`src/rtl/dfr_ctrl_pkg.sv`:
```
// Shared types and defaults for the DFR batch sequencer slice.
package dfr_ctrl_pkg;

    localparam int unsigned DFR_CNT_W   = 16;
    localparam int unsigned DFR_BATCH_W = 8;

    // Encodings are exposed on current_state_out and must stay fixed.
    typedef enum logic [2:0] {
        ST_IDLE     = 3'd0,
        ST_SETUP    = 3'd1,
        ST_RES_STEP = 3'd2,
        ST_RES_WAIT = 3'd3,
        ST_MM_START = 3'd4,
        ST_MM_WAIT  = 3'd5,
        ST_DONE     = 3'd6
    } dfr_state_e;

    function automatic logic is_wait_state(input dfr_state_e s);
        return (s == ST_RES_WAIT) || (s == ST_MM_WAIT);
    endfunction

endpackage

```
`src/rtl/dfr_batch_sequencer_if.sv`:
```
// Control/status bundle between the register file, the datapath and the batch sequencer.
interface dfr_batch_sequencer_if
    import dfr_ctrl_pkg::*;
#(
    parameter int unsigned CNT_W   = DFR_CNT_W,
    parameter int unsigned BATCH_W = DFR_BATCH_W
);

    logic               start;
    logic               abort;
    logic [CNT_W-1:0]   cfg_init_len;
    logic [CNT_W-1:0]   cfg_num_samples;
    logic [BATCH_W-1:0] cfg_num_batches;
    logic               reservoir_valid;
    logic               matrix_multiply_busy;

    logic               busy;
    logic               done;
    logic               aborted;
    logic               error;
    logic               reservoir_rst;
    logic               reservoir_en;
    logic               reservoir_history_rst;
    logic               reservoir_history_en;
    logic               matrix_multiply_rst;
    logic               matrix_multiply_start;
    logic [CNT_W-1:0]   sample_idx;
    logic [BATCH_W-1:0] batch_idx;
    logic [2:0]         current_state_out;

    modport master (
        output start, abort, cfg_init_len, cfg_num_samples, cfg_num_batches,
               reservoir_valid, matrix_multiply_busy,
        input  busy, done, aborted, error, reservoir_rst, reservoir_en,
               reservoir_history_rst, reservoir_history_en, matrix_multiply_rst,
               matrix_multiply_start, sample_idx, batch_idx, current_state_out
    );

    modport slave (
        input  start, abort, cfg_init_len, cfg_num_samples, cfg_num_batches,
               reservoir_valid, matrix_multiply_busy,
        output busy, done, aborted, error, reservoir_rst, reservoir_en,
               reservoir_history_rst, reservoir_history_en, matrix_multiply_rst,
               matrix_multiply_start, sample_idx, batch_idx, current_state_out
    );

endinterface

```
`src/rtl/dfr_wait_watchdog.sv`:
```
// Cycle counter bounding how long the sequencer may sit in a wait state.
module dfr_wait_watchdog #(
    parameter int unsigned TIMEOUT = 4096
) (
    input  logic clk,
    input  logic rst_n,
    input  logic clear_i,
    input  logic enable_i,
    output logic expired_o
);

    localparam int unsigned W = (TIMEOUT > 1) ? $clog2(TIMEOUT) : 1;

    logic [W-1:0] cnt_q;

    // Expiry fires on the TIMEOUT-th enabled cycle, so the counter never exceeds TIMEOUT-1.
    assign expired_o = enable_i && (cnt_q == W'(TIMEOUT - 1));

    always_ff @(posedge clk) begin
        if (!rst_n || clear_i) begin
            cnt_q <= '0;
        end else if (enable_i && !expired_o) begin
            cnt_q <= cnt_q + 1'b1;
        end
    end

endmodule

```
`src/rtl/dfr_batch_sequencer.sv`:
```
// DFR batch sequencer: reservoir reset, N reservoir steps, one matrix multiply, repeated per batch.
// Optional wait watchdog enabled by defining DFR_WATCHDOG_EN.
module dfr_batch_sequencer
    import dfr_ctrl_pkg::*;
#(
    parameter int unsigned CNT_W   = DFR_CNT_W,
    parameter int unsigned BATCH_W = DFR_BATCH_W,
    parameter int unsigned TIMEOUT = 4096
) (
    input  logic                  clk,
    input  logic                  rst_n,
    dfr_batch_sequencer_if.slave  bus
);

    dfr_state_e         state_q;
    logic [CNT_W-1:0]   init_len_q;
    logic [CNT_W-1:0]   num_samples_q;
    logic [BATCH_W-1:0] num_batches_q;
    logic [CNT_W-1:0]   sample_idx_q;
    logic [BATCH_W-1:0] batch_idx_q;
    logic               mm_guard_q;

    logic busy_q, done_q, aborted_q, error_q;
    logic res_rst_q, res_en_q, hist_rst_q, hist_en_q, mm_rst_q, mm_start_q;

    logic [CNT_W-1:0]   sample_nxt;
    logic [BATCH_W-1:0] batch_nxt;
    logic               wd_expired;

    assign sample_nxt = sample_idx_q + 1'b1;
    assign batch_nxt  = batch_idx_q + 1'b1;

`ifdef DFR_WATCHDOG_EN
    logic wd_clear;
    logic wd_enable;

    assign wd_clear  = (state_q == ST_RES_STEP) || (state_q == ST_MM_START);
    assign wd_enable = is_wait_state(state_q);

    dfr_wait_watchdog #(
        .TIMEOUT (TIMEOUT)
    ) u_wait_watchdog (
        .clk       (clk),
        .rst_n     (rst_n),
        .clear_i   (wd_clear),
        .enable_i  (wd_enable),
        .expired_o (wd_expired)
    );
`else
    logic unused_timeout;

    assign wd_expired     = 1'b0;
    assign unused_timeout = (TIMEOUT == 0);
`endif

    // Pulses are raised on entry to a state so each one is aligned with that state's cycle.
    always_ff @(posedge clk) begin
        if (!rst_n) begin
            state_q       <= ST_IDLE;
            init_len_q    <= '0;
            num_samples_q <= '0;
            num_batches_q <= '0;
            sample_idx_q  <= '0;
            batch_idx_q   <= '0;
            mm_guard_q    <= 1'b0;
            busy_q        <= 1'b0;
            done_q        <= 1'b0;
            aborted_q     <= 1'b0;
            error_q       <= 1'b0;
            res_rst_q     <= 1'b0;
            res_en_q      <= 1'b0;
            hist_rst_q    <= 1'b0;
            hist_en_q     <= 1'b0;
            mm_rst_q      <= 1'b0;
            mm_start_q    <= 1'b0;
        end else begin
            done_q     <= 1'b0;
            aborted_q  <= 1'b0;
            res_rst_q  <= 1'b0;
            res_en_q   <= 1'b0;
            hist_rst_q <= 1'b0;
            hist_en_q  <= 1'b0;
            mm_rst_q   <= 1'b0;
            mm_start_q <= 1'b0;

            if ((state_q != ST_IDLE) && bus.abort) begin
                state_q   <= ST_IDLE;
                busy_q    <= 1'b0;
                aborted_q <= 1'b1;
                res_rst_q <= 1'b1;
                mm_rst_q  <= 1'b1;
            end else if (wd_expired) begin
                state_q   <= ST_IDLE;
                busy_q    <= 1'b0;
                error_q   <= 1'b1;
                res_rst_q <= 1'b1;
                mm_rst_q  <= 1'b1;
            end else begin
                case (state_q)
                    ST_IDLE: begin
                        if (bus.start) begin
                            init_len_q    <= bus.cfg_init_len;
                            num_samples_q <= bus.cfg_num_samples;
                            num_batches_q <= bus.cfg_num_batches;
                            batch_idx_q   <= '0;
                            error_q       <= 1'b0;
                            busy_q        <= 1'b1;
                            if ((bus.cfg_num_samples == '0) || (bus.cfg_num_batches == '0)) begin
                                state_q <= ST_DONE;
                                done_q  <= 1'b1;
                            end else begin
                                state_q      <= ST_SETUP;
                                res_rst_q    <= 1'b1;
                                hist_rst_q   <= 1'b1;
                                mm_rst_q     <= 1'b1;
                                sample_idx_q <= '0;
                            end
                        end
                    end
                    ST_SETUP: begin
                        state_q  <= ST_RES_STEP;
                        res_en_q <= 1'b1;
                    end
                    ST_RES_STEP: begin
                        state_q <= ST_RES_WAIT;
                    end
                    ST_RES_WAIT: begin
                        if (bus.reservoir_valid) begin
                            hist_en_q    <= (sample_idx_q >= init_len_q);
                            sample_idx_q <= sample_nxt;
                            if (sample_nxt == num_samples_q) begin
                                state_q    <= ST_MM_START;
                                mm_start_q <= 1'b1;
                            end else begin
                                state_q  <= ST_RES_STEP;
                                res_en_q <= 1'b1;
                            end
                        end
                    end
                    ST_MM_START: begin
                        state_q    <= ST_MM_WAIT;
                        mm_guard_q <= 1'b1;
                    end
                    ST_MM_WAIT: begin
                        // First cycle is skipped: the multiplier may not have raised busy yet.
                        if (mm_guard_q) begin
                            mm_guard_q <= 1'b0;
                        end else if (!bus.matrix_multiply_busy) begin
                            batch_idx_q <= batch_nxt;
                            if (batch_nxt < num_batches_q) begin
                                state_q      <= ST_SETUP;
                                res_rst_q    <= 1'b1;
                                hist_rst_q   <= 1'b1;
                                mm_rst_q     <= 1'b1;
                                sample_idx_q <= '0;
                            end else begin
                                state_q <= ST_DONE;
                                done_q  <= 1'b1;
                            end
                        end
                    end
                    ST_DONE: begin
                        state_q <= ST_IDLE;
                        busy_q  <= 1'b0;
                    end
                    default: begin
                        state_q <= ST_IDLE;
                        busy_q  <= 1'b0;
                    end
                endcase
            end
        end
    end

    assign bus.busy                  = busy_q;
    assign bus.done                  = done_q;
    assign bus.aborted               = aborted_q;
    assign bus.error                 = error_q;
    assign bus.reservoir_rst         = res_rst_q;
    assign bus.reservoir_en          = res_en_q;
    assign bus.reservoir_history_rst = hist_rst_q;
    assign bus.reservoir_history_en  = hist_en_q;
    assign bus.matrix_multiply_rst   = mm_rst_q;
    assign bus.matrix_multiply_start = mm_start_q;
    assign bus.sample_idx            = sample_idx_q;
    assign bus.batch_idx             = batch_idx_q;
    assign bus.current_state_out     = state_q;

endmodule

```
`src/flat_wrapper.sv`:
```
// flat-port wrapper written by rule: the top's interface ports become plain ports
module dfr_batch_sequencer_flat import dfr_ctrl_pkg::*;
#(
    parameter int unsigned CNT_W   = DFR_CNT_W,
    parameter int unsigned BATCH_W = DFR_BATCH_W,
    parameter int unsigned TIMEOUT = 4096
)
  (clk, rst_n, bus_start, bus_abort, bus_cfg_init_len, bus_cfg_num_samples, bus_cfg_num_batches, bus_reservoir_valid, bus_matrix_multiply_busy, bus_busy, bus_done, bus_aborted, bus_error, bus_reservoir_rst, bus_reservoir_en, bus_reservoir_history_rst, bus_reservoir_history_en, bus_matrix_multiply_rst, bus_matrix_multiply_start, bus_sample_idx, bus_batch_idx, bus_current_state_out);
  dfr_batch_sequencer_if #(.CNT_W(CNT_W), .BATCH_W(BATCH_W)) bus_i ();
  input  logic clk;
  input  logic rst_n;
  input wire logic [$bits(bus_i.start)-1:0] bus_start;
  input wire logic [$bits(bus_i.abort)-1:0] bus_abort;
  input wire logic [$bits(bus_i.cfg_init_len)-1:0] bus_cfg_init_len;
  input wire logic [$bits(bus_i.cfg_num_samples)-1:0] bus_cfg_num_samples;
  input wire logic [$bits(bus_i.cfg_num_batches)-1:0] bus_cfg_num_batches;
  input wire logic [$bits(bus_i.reservoir_valid)-1:0] bus_reservoir_valid;
  input wire logic [$bits(bus_i.matrix_multiply_busy)-1:0] bus_matrix_multiply_busy;
  output wire logic [$bits(bus_i.busy)-1:0] bus_busy;
  output wire logic [$bits(bus_i.done)-1:0] bus_done;
  output wire logic [$bits(bus_i.aborted)-1:0] bus_aborted;
  output wire logic [$bits(bus_i.error)-1:0] bus_error;
  output wire logic [$bits(bus_i.reservoir_rst)-1:0] bus_reservoir_rst;
  output wire logic [$bits(bus_i.reservoir_en)-1:0] bus_reservoir_en;
  output wire logic [$bits(bus_i.reservoir_history_rst)-1:0] bus_reservoir_history_rst;
  output wire logic [$bits(bus_i.reservoir_history_en)-1:0] bus_reservoir_history_en;
  output wire logic [$bits(bus_i.matrix_multiply_rst)-1:0] bus_matrix_multiply_rst;
  output wire logic [$bits(bus_i.matrix_multiply_start)-1:0] bus_matrix_multiply_start;
  output wire logic [$bits(bus_i.sample_idx)-1:0] bus_sample_idx;
  output wire logic [$bits(bus_i.batch_idx)-1:0] bus_batch_idx;
  output wire logic [$bits(bus_i.current_state_out)-1:0] bus_current_state_out;
  assign bus_i.start = bus_start;
  assign bus_i.abort = bus_abort;
  assign bus_i.cfg_init_len = bus_cfg_init_len;
  assign bus_i.cfg_num_samples = bus_cfg_num_samples;
  assign bus_i.cfg_num_batches = bus_cfg_num_batches;
  assign bus_i.reservoir_valid = bus_reservoir_valid;
  assign bus_i.matrix_multiply_busy = bus_matrix_multiply_busy;
  assign bus_busy = bus_i.busy;
  assign bus_done = bus_i.done;
  assign bus_aborted = bus_i.aborted;
  assign bus_error = bus_i.error;
  assign bus_reservoir_rst = bus_i.reservoir_rst;
  assign bus_reservoir_en = bus_i.reservoir_en;
  assign bus_reservoir_history_rst = bus_i.reservoir_history_rst;
  assign bus_reservoir_history_en = bus_i.reservoir_history_en;
  assign bus_matrix_multiply_rst = bus_i.matrix_multiply_rst;
  assign bus_matrix_multiply_start = bus_i.matrix_multiply_start;
  assign bus_sample_idx = bus_i.sample_idx;
  assign bus_batch_idx = bus_i.batch_idx;
  assign bus_current_state_out = bus_i.current_state_out;
  dfr_batch_sequencer #(.CNT_W(CNT_W), .BATCH_W(BATCH_W), .TIMEOUT(TIMEOUT)) u_core (.clk(clk), .rst_n(rst_n), .bus(bus_i));
endmodule
```
`config.mk`:
```
export PLATFORM = sky130hd
export DESIGN_NAME = dfr_batch_sequencer_flat
export DESIGN_NICKNAME = d
export VERILOG_FILES = /design/src/rtl/dfr_ctrl_pkg.sv /design/src/rtl/dfr_batch_sequencer_if.sv /design/src/rtl/dfr_wait_watchdog.sv /design/src/rtl/dfr_batch_sequencer.sv /design/src/flat_wrapper.sv
export SDC_FILE = /design/constraint.sdc
export NUM_CORES = 1
export LEC_CHECK = 0
export CAP_MARGIN = 20
export CORE_ASPECT_RATIO = 0.7
export CORE_MARGIN = 4
export CORE_UTILIZATION = 53
export DETAILED_ROUTE_END_ITERATION = 6
export GPL_ROUTABILITY_DRIVEN = 0
export GPL_TIMING_DRIVEN = 1
export HOLD_SLACK_MARGIN = 0.12
export PLACE_DENSITY = 0.81
export SYNTH_ARGS = -nofsm -noshare
export SYNTH_HDL_FRONTEND = slang
export SYNTH_SLANG_ARGS = --single-unit
```
`constraint.sdc`:
```
create_clock -name clk -period 4.1 [get_ports clk]
set_clock_uncertainty 0.1 [all_clocks]
set_input_delay 0.41 -clock clk [delete_from_list [all_inputs] [get_ports clk]]
set_output_delay 0.41 -clock clk [all_outputs]
set_load 0.01 [all_outputs]
```
==> out/qor.csv <==
metric;value;unit
holdPathEnd;u_core.init_len_q[12];
power;0.00236;W
cts_max_path_buffers;2;
hold_ws;0.363;ns
grt_pass1_vias;4419;
nFillCells;703;
p_leak;2.18;nW
ys.warnings.count;0;
max_cap_viol_count;0;
yosys-top-cells-area;dfxtp_1, nand2_1, a21boi_0;
hold_viol;0;
worstHoldPathType;flop to flop;
syn-instance-count;582;
status;complete, no violations;
ir_worst_vdd;0.000281;V
die_w;119;um
remaining_drc_errors;0;
post_cts_buffers;0;
numPortBuffers;81;
hold_start;u_core.init_len_q[12];
synth_edf_count;0;
setup_violations;0;
max_freq;0.290;GHz
worstPathCellList;and3_1 > and3_1 > nand3_1 > xnor2_1 > ha_1 > a21oi_1 > o21a_1 > o21ai_0 > a221oi_4 > buf_4 > a21boi_0 > o21a_1;
drv_slew;0;
period_share;84.1;%
final_nets;715;
rr_worst_depth;12;
max_stage_delay;0.42;ns
rsz0062_at_grt;false;
fp-row-count;28;
start_util;54.4;%
clkTransAtPathRegs;0.06;ns
arrival;3.57;ns
fin_area;5690;sq um
via_per_inst;5.82;
synth_area;4600;sq um
cts_made_buffers;9;
track_usage;25.0;%
grt_start_max_net_pins;50;
drive_above_1_share;5.24;%
core;8440;sq um
pin_count;83;
yosysSeqAreaShare;33.1;%
clock_latency;0.34;ns
worstPathRequired;4.23;ns
wirelength;12.6;mm
cts.sinks;76;
antenna_left;0;
cts_tree;done;
n_antenna_cell;0;
htree_levels;3;
tightest_slew;0.874;ns
fin_tns_setup;0;ns
min_delay_path_depth;2;
final_util;67.4;%
synth_seq_cells;76;
rrSetupSlack;0.65;ns
clockRootBuffer;clkbuf_16;
antenna_found_initial;0;
synth_cell_types;64;
dp_hpwl;9.30;mm
max-slew-margin-rel;41.1;%
crit_fanout;17;
wl_per_cell;16.4;um
period_needed;3.45;ns
dieArea;10200;sq um
async_flop_share;0;%
worstSetupStartpointType;flop;
p_per_area;414;nW/um^2
avgSynthCellArea;7.90;sq um
cp_slowest_cell;dfxtp_1;
rr_endpoint;u_core.bus.sample_idx[8];
synth_top_area_cell;dfxtp_1;
crit_path_end_kind;flop;
fp.dieH;85.9;um
grt_pass1_wl;21.0;mm
syn_nets;653;
cts_resized;0;
crit_type;flop to flop;
drtIter0Drc;333;
syn2layout_area_growth;23.8;%
ys.flop_type;dfxtp_1;
grt-ovfl-total;0;
placed_area;5410;sq um
holdBufCountCts;0;
synth_top_area_share;33.1;%
first_pass_iters;5;
r2r_start;u_core.bus.batch_idx[2];
vias;4478;
[worst max-delay path: cells and delay by family (launching register included)]
family	cells	cell delay, ns
AOI/OAI and AO/OA	6	1.34
xor gates and xnor gates	1	0.21
DFF	1	0.42
and+or+nand+nor	3	0.68
adders and majority gates	1	0.30
buffers and inverters	1	0.27
[per-stage QoR]
| stage | setup WS, ns | cells |
|---|---|---|
| final | 0.653 | 769 |
| after global routing | 0.445 | 769 |
| after CTS | 0.696 | 769 |
| after detailed placement | 0.772 | 753 |
| after global placement | 1.00 | 753 |
| after floorplan | 1.14 | 582 |
[synthesized netlist by cell type (3+ instances only)]
cell type and instances:
or3_1 7, nand3_1 15, nor2b_1 8, nand2_1 117, buf_2 4, ha_1 25, and3b_1 3, buf_4 7
a31oi_1 16, inv_1 25, or2_2 3, and2_1 6, nor2_1 23, a22oi_1 3, a21o_1 6, nand4_1 8
xor2_1 10, clkbuf_1 21, o21ai_0 24, o211ai_1 3, dfxtp_1 76, and3_1 8, nor3_1 13, a21boi_0 48
o21a_1 6, a21oi_1 18, nand3b_1 4, xnor2_1 19, nor4_1 9, nand2b_1 5
[power breakdown]
part / switching [W] / internal [W] / total (W)
logic: 0.000413 / 0.000290 / 0.000703
registers: 0.0000824 / 0.000826 / 0.000908
clock network: 0.000319 / 0.000425 / 0.000744
total: 0.000815 / 0.00154 / 0.00236
[kinds of logic (layout without fill, tap and decap cells)]
| logic type | Yosys count | in the layout | synth area share [%] |
|---|---|---|---|
| XOR/XNOR | 29 | 29 | 5.53 |
| other | 1 | 1 | 0.0816 |
| buffers and inverters | 59 | 126 | 5.83 |
| adder cells (fa/ha/maj) | 25 | 25 | 6.81 |
| AND/OR/NAND/NOR | 245 | 245 | 26.2 |
| AO/OA/AOI/OAI | 145 | 145 | 22.1 |
| multiplexers | 2 | 2 | 0.436 |
| flip-flops | 76 | 76 | 33.1 |
[flip-flops by register name, summed over array words and instances, names as in the netlist]
name,count
u_core.num_samples_q,16
u_core.num_batches_q,8
u_core.bus.current_state_out,3
u_core.bus.matrix_multiply_start,1
u_core.bus.reservoir_history_rst,1
u_core.bus.sample_idx,16
u_core.init_len_q,16
u_core.mm_guard_q,1
u_core.bus.batch_idx,8
u_core.bus.busy,1
u_core.bus.done,1
u_core.bus.reservoir_rst,1
u_core.bus.reservoir_history_en,1
u_core.bus.aborted,1
u_core.bus.reservoir_en,1
[metal layers]
metal,share of wire [%],vias up,GRT usage [%]
li1,-,2154,-
met1,45,2121,33.8
met2,45,186,40.1
met3,8.1,17,5.21
met4,1.2,0,8.73
met5,0,-,0
[layout by cell type, fill, tap and decap left out, types with 13 or more instances in the layout]
cell type,instances
nand2_1,117
clkdlybuf4s50_1,81
dfxtp_1,76
a21boi_0,48
inv_1,25
ha_1,25
o21ai_0,24
nor2_1,23
xnor2_1,19
a21oi_1,18
a31oi_1,16
nand3_1,15
nor3_1,13
[worst max path at each step]
stage / from / end / slack (ns)
2_1_floorplan: u_core.bus.batch_idx[2] / u_core.bus.sample_idx[0] / 1.14
3_3_place_gp: u_core.bus.batch_idx[2] / u_core.bus.sample_idx[2] / 1.00
3_5_place_dp: u_core.bus.batch_idx[2] / u_core.bus.sample_idx[2] / 0.77
4_1_cts: u_core.bus.batch_idx[2] / u_core.bus.sample_idx[8] / 0.70
5_1_grt: u_core.bus.batch_idx[2] / u_core.bus.sample_idx[2] / 0.44
6_report: u_core.bus.batch_idx[2] / u_core.bus.sample_idx[8] / 0.65
[cell type report]
class                   instances  area [sq um]  area share (%)
flip-flops and latches         76          1520            26.7
clock inverters                 6          40.0           0.703
clock buffers                  10           239            4.20
repair buffers                 85           841            14.8
inverters                      25          93.8            1.65
well taps                     120           150            2.64
multi-input cells             447          2810            49.3
No activity file was read; power rests on OpenSTA's default activity.
